==> src/rtl/regfile_wb.sv <==
// rtl/regfile_wb.sv - MIPS 32x32 register file with in-order write-back buffer and forwarding reads
module regfile_wb #(
    parameter int DATA_W = 32,
    parameter int ADDR_W = 5,
    parameter int DEPTH  = 2
) (
    input  logic                       clk,
    input  logic                       rst_n,
    input  logic                       wb_valid,
    output logic                       wb_ready,
    input  logic [ADDR_W-1:0]          wb_addr,
    input  logic [DATA_W-1:0]          wb_data,
    input  logic                       commit_en,
    input  logic [ADDR_W-1:0]          rd_addr1,
    output logic [DATA_W-1:0]          rd_data1,
    input  logic [ADDR_W-1:0]          rd_addr2,
    output logic [DATA_W-1:0]          rd_data2,
    output logic [$clog2(DEPTH):0]     wb_count,
    output logic                       wb_empty
);

    localparam int NREGS = 2 ** ADDR_W;
    localparam int PTR_W = $clog2(DEPTH);
    localparam int CNT_W = PTR_W + 1;

    logic [DATA_W-1:0] regs     [NREGS];
    logic [ADDR_W-1:0] buf_addr [DEPTH];
    logic [DATA_W-1:0] buf_data [DEPTH];
    logic [PTR_W-1:0]  wr_ptr;
    logic [PTR_W-1:0]  rd_ptr;
    logic [CNT_W-1:0]  count;

    logic accept;
    logic push;
    logic pop;

    assign wb_ready = (count < CNT_W'(DEPTH));
    assign wb_count = count;
    assign wb_empty = (count == '0);

    // Writes to $0 complete the handshake but never occupy a buffer slot.
    assign accept = wb_valid && wb_ready;
    assign push   = accept && (wb_addr != '0);
    assign pop    = commit_en && (count != '0);

    always_ff @(posedge clk) begin
        if (!rst_n) begin
            wr_ptr <= '0;
            rd_ptr <= '0;
            count  <= '0;
            for (int i = 0; i < NREGS; i++) begin
                regs[i] <= '0;
            end
        end else begin
            if (push) begin
                wr_ptr <= wr_ptr + PTR_W'(1);
            end
            if (pop) begin
                rd_ptr <= rd_ptr + PTR_W'(1);
                regs[buf_addr[rd_ptr]] <= buf_data[rd_ptr];
            end
            if (push && !pop) begin
                count <= count + CNT_W'(1);
            end else if (pop && !push) begin
                count <= count - CNT_W'(1);
            end
        end
    end

    // Buffer payload needs no reset: occupancy is tracked by count alone.
    always_ff @(posedge clk) begin
        if (push) begin
            buf_addr[wr_ptr] <= wb_addr;
            buf_data[wr_ptr] <= wb_data;
        end
    end

    logic [ADDR_W-1:0] rd_addr [2];
    logic [DATA_W-1:0] rd_data [2];
    logic [PTR_W-1:0]  scan_idx;

    assign rd_addr[0] = rd_addr1;
    assign rd_addr[1] = rd_addr2;
    assign rd_data1   = rd_data[0];
    assign rd_data2   = rd_data[1];

    // Scan oldest to youngest so the youngest buffered match wins.
    always_comb begin
        scan_idx = '0;
        for (int p = 0; p < 2; p++) begin
            rd_data[p] = regs[rd_addr[p]];
            for (int k = 0; k < DEPTH; k++) begin
                scan_idx = rd_ptr + PTR_W'(k);
                if ((CNT_W'(k) < count) && (buf_addr[scan_idx] == rd_addr[p])) begin
                    rd_data[p] = buf_data[scan_idx];
                end
            end
            if (accept && (wb_addr == rd_addr[p])) begin
                rd_data[p] = wb_data;
            end
            if (rd_addr[p] == '0) begin
                rd_data[p] = '0;
            end
        end
    end

endmodule

==> config.mk <==
export PLATFORM = sky130hd
export DESIGN_NAME = regfile_wb
export DESIGN_NICKNAME = d
export VERILOG_FILES = /design/src/rtl/regfile_wb.sv
export SDC_FILE = /design/constraint.sdc
export NUM_CORES = 2
export LEC_CHECK = 0
export BUFFER_PORTS_ARGS = -buffer_cell sky130_fd_sc_hd__buf_2
export CAP_MARGIN = 20
export CORE_UTILIZATION = 57
export DETAILED_ROUTE_END_ITERATION = 6
export PLACE_DENSITY = 0.76
export SLEW_MARGIN = 20
export SYNTH_ARGS = -nofsm -noshare
export SYNTH_HDL_FRONTEND = slang
export SYNTH_SLANG_ARGS = --single-unit
==> constraint.sdc <==
create_clock -name clk -period 4.7 [get_ports clk]
set_clock_uncertainty 0.15 [all_clocks]
set_input_delay 1.41 -clock clk [delete_from_list [all_inputs] [get_ports clk]]
set_output_delay 1.41 -clock clk [all_outputs]
set_load 0.005 [all_outputs]
# Word level (Yosys, flattened, before mapping)
# Memory sizes are Yosys's and may differ from the RTL's. A register that Yosys moved wholly into a read port is not among the register bits.
# Index checks and enable logic that the tools add are counted.
# op_classes
muxes,23
mul,0
eq_ne,6
n_reduce_logical,20
addsub,4
bitwise_logic,0
div,0
n_shift,0
order_cmp,3
# op_table
op,count
32-bit two-way mux,9
32-bit OR reduction,1
5-bit == test,6
1-bit logical AND,11
1-bit two-way mux,11
5-bit logical NOT,2
5-bit two-way mux,1
5-bit nonzero test,1
"1-bit by 2-bit less-than comparator with 1-bit output, first input constant",2
2-bit two-way mux,2
2-bit nonzero test,2
"1-bit adder, second input constant",2
"2-bit by 1-bit adder with 2-bit output, second input constant",1
1-bit logical NOT,2
2-bit logical NOT,1
"2-bit less-than comparator, second input constant",1
"2-bit by 1-bit subtractor with 2-bit output, second input constant",1
# word_totals
ram_bits,1098
word_cells,62
n_memories,3
mem_bits_ro,0
out_inout_bits,68
latchBits,0
regBits,4
# memory_table
memory,depth,width,read_ports,rd_clocked_by_memory_dff,wr,line,source
regs,32,32,2,0,32,26,logic [DATA_W-1:0] regs [NREGS];
buf_data,2,32,2,1,1,28,logic [DATA_W-1:0] buf_data [DEPTH];
buf_addr,2,5,2,1,1,27,logic [ADDR_W-1:0] buf_addr [DEPTH];

# Depth between registers and ports, before layout
# depth
word_depth,7
depth_mapped,11
mapped_depth_nobuf,8

# Least setup slack after synthesis
# Ideal clock, no wire load.
# synth_timing
path_kind,input to output
start,in rd_addr1[0]
end,out rd_data1[10]
n_path_buf,4
path_stages,8
t_required_ns,3.140
path_slack_ns,-0.274
arrival_time_ns,3.414
cell_sequence,buf_2 > buf_4 > buf_2 > buf_2 > mux4_2 > mux2_2 > a211oi_1 > o21ai_0
# synth_between
elab_chain_cells,6
elab_cells_between_ends,12
classes_between,eq/ne: 3; mux: 4; reduce/logical: 4; memory: 1
# synth_rtl
element,line,source
start: declaration,14,"input logic [ADDR_W-1:0] rd_addr1,"
"parallel branches: the longest is 5 deep, another holds memory 32 x 32 bit",--,
32-bit two-way mux *,101,if (rd_addr[p] == '0) begin
end: declaration,15,"output logic [DATA_W-1:0] rd_data1,"
# Mark *: on every way between the ends.

# Worst setup path in the final report
# layout_timing
start,in rd_addr2[0]
end,out rd_data2[9]
# layout_between
elab_chain_cells,6
elab_cells_between_ends,12
classes_between,eq/ne: 3; mux: 4; reduce/logical: 4; memory: 1
# layout_rtl
element,line,source
start: declaration,16,"input logic [ADDR_W-1:0] rd_addr2,"
"parallel branches: the longest is 5 deep, another holds memory 32 x 32 bit",--,
32-bit two-way mux *,101,
end: declaration,17,"output logic [DATA_W-1:0] rd_data2,"
# Marked as above.

==> results.tsv <==
stage	metric	value	unit
outcome	outcome	finished with violations	
outcome	failing checks	design-rule violations, negative setup slack	
cells_and_area	area grow syn2layout	25.88	%
setup_path	Worst EP required	3.14	ns
cells_and_area	Final Cell Area	72530	sq um
placement	DP HPWL	136100	um
worst_hold_path	worst hold path class	flop to flop	
grt	initial antenna violation count	8	
placement	Post-Place Cell Area	64770	sq um
setup_path	Setup crit start kind	primary input	
routing	routed wire length	228200	um
flow_run	Max-cap violations	0	
die	Die Width	320.0	um
timing	setup tns final	-22.52	ns
cts	worst skew pair latency	0.70	ns
timing	Max Freq	193.0	MHz
power	Power Dens Cells	375.1	nW/um^2
logic_synthesis	Primary FF master, synth	edfxtp_1	
logic_synthesis	Yosys warning count	0	
cts	clock tree from TritonCTS	yes	
logic_synthesis	Yosys cell types	63	
logic_synthesis	asr flop ratio synth	0	
logic_synthesis	main combinational cell family by area after synthesis	multiplexers	
die	die area	102400	sq um
timing	# setup viols final	64	
logic_synthesis	Mapped Cells	4289	
placement	RePlAce Congestion	0.9889	
die	Die Span Y	320.0	um
power	leakage power	27.59	nW
die	Initial Util	0.5754	
timing	post-layout min period	5.182	ns
grt	first-pass GRT wire length	311600	um
cells_and_area	Non-Filler Instances	6168	
power	VDD IR max	0.3514	mV
timing	worst slew pin tran	0.9832	ns
grt	gr usage total	0.4288	
routing	wire length per cell	36.99	um
cts	total clock buffers created by CTS	111	
logic_synthesis	Avg Inst Size Synth	13.44	sq um
timing	Final Hold Slack	0.4628	ns
logic_synthesis	count leader, synth	edfxtp_1	
logic_synthesis	Synth top cells by count	edfxtp_1 (1098), nor2_1 (1071), mux4_2 (389), clkbuf_1 (345), mux2i_1 (264)	
logic_synthesis	Yosys top cell area share	0.5722	
logic_synthesis	synth top area cells	edfxtp_1 (57%), mux4_2 (15%), nor2_1 (7.0%), mux2i_1 (4.6%), mux2_2 (2.5%)	
logic_synthesis	Seq/Total Area, Yosys	0.5739	
timing	Final WS setup	-0.4824	ns
cts	htree depth	3	
timing	Slew headroom	0.3395	
routing	drt first pass iters	7	
setup_path	Crit Path Max Fanout	25	
grt	largest net degree at the start of global routing	35	
setup_path	Worst EP arrival	3.62	ns
die	floorplan row count	116	
placement	placed cells	5843	
grt	GRT overflow	0	
cts	clock slew at reported path FFs	0.06	ns
logic_synthesis	Net Count, Synth	4343	
cts	clk buf depth	3	
placement	PortBufs	118	
logic_synthesis	Synth Area in XOR/XNOR	0.004104	
die	core area	100100	sq um
cells_and_area	share of cells above drive strength 1	0.3971	
logic_synthesis	Post-synth EDFFs	1098	
cts	hold buffers post-CTS	0	
logic_synthesis	post-synthesis mux area share	0.2240	
logic_synthesis	area leader, netlist	edfxtp_1	
routing	Iter 0 DRT Violations	9317	
logic_synthesis	Mapped Area	57620	sq um
logic_synthesis	Seq cells post-synth	1103	
logic_synthesis	post-synthesis compound-gate area fraction	0.06992	
logic_synthesis	Synth Area in Simple Gates	0.09491	
timing	RSZ-0062 raised after global routing	yes	
logic_synthesis	adder-cell share of the synthesized area	0.0006514	
cells_and_area	NumNets Final	4827	
setup_path	Crit Path Category	primary input to output port	
timing	fin crit share	1.103	
cts	root buffer cell	clkbuf_16	
die	Ports	119	
setup_path	endpoint class of the critical path	output port	
grt	via count of the first global-routing pass	45834	
timing	Slew Limit Fails	0	
routing	Final ANT Viol Nets	0	
routing	routed via count	47223	
routing	vias per inst	7.656	
timing	final hold vios	0	
cts	Num Clock Sinks	1103	
routing	DRC	81	
## sequential cells by signal, summed over array words and instances (netlist names), named ones only
name / cells
regs: 1024
buf_data: 64
buf_addr: 10
wb_count: 2
rd_ptr: 1
wr_ptr: 1
## metal layers
metal / track usage / share of wire / routed length [um] / vias up
met2: 0.6303 / 0.43 / 97430 / 5583
met4: 0.3227 / 0.096 / 21970 / 26
li1: - / - / - / 17493
met1: 0.5003 / 0.29 / 66220 / 22490
met5: 0.01749 / 0.0023 / 515 / -
met3: 0.1809 / 0.18 / 42020 / 1631
## what timing repair did
item,CTS,global route
setup endpoints to repair,64,64
gates resized for setup,386,146
setup buffers,62,36
cloned,25,8
pin swaps,106,85
## stage by stage
step                  util  power, W  setup WS (ns)
floorplan                -   0.01462       -0.02529
global placement    0.6468   0.01705        -0.9467
detailed placement  0.6468   0.01716        -0.9623
CTS                 0.7136   0.02652        -0.3855
global route        0.7242   0.02757        -0.5214
finish              0.7243   0.02721        -0.4824
## cell families (layout without fill, tap and decap cells)
logic type                 Yosys count  count (layout)
and+or+nand+nor                   1357            1358
DFF                               1103            1103
muxes                              785             785
AOI/OAI and AO/OA                  551             551
buffers and inverters              463            1038
xor gates and xnor gates            27              27
adders and majority gates            3               3
other                                0               5
## cell type report
class	instances	area [sq um]
sequential	1103	33080
fill	5722	27610
multi-input combinational	2724	25230
timing repair buffer	825	8901
clock buffer	131	2917
tap	1298	1624
clock inverter	74	739.5
inverter	8	32.53
antenna	5	12.51
## worst max-delay path: stages
cell and delay [ns]:
buf_16 0.16, buf_8 0.20, buf_16 0.20, xnor2_1 0.13, nor4_2 0.41, nand2_2 0.19
buf_12 0.21, and3_1 0.20, a311oi_2 0.29, buf_2 0.17
## cell usage in the layout (no fill, tap or decap), types with 34 or more instances in the layout
cell and instances:
buf_12 133, edfxtp_1 1098, nor2_1 1057, o22ai_1 73, mux2i_1 214, mux4_2 389, buf_6 83, o21ai_0 56
nor3_1 34, mux2_2 122, nand2_2 62, buf_4 437, clkbuf_16 123, buf_2 110, nand2_1 36, mux2i_4 39
## final timing paths
kind	startpoint	end	slack, ns	depth (start not counted)
worst min-delay path	wb_count[0]	wb_count[0]	0.46	2
worst max register to register	flop	regs[27][8]	0.88	7
worst max-delay path	rd_addr2[0]	rd_data2[9]	-0.48	10
worst min register to register	wb_count[0]	wb_count[0]	0.46	2
## report_power, final
| group | switching, W | internal [W] |
|---|---|---|
| clock | 0.00395 | 0.00519 |
| combinational | 0.00394 | 0.00246 |
| sequential | 0.000340 | 0.0113 |
| total | 0.00823 | 0.0190 |
Note: power is estimated with default switching activity, not from simulation.
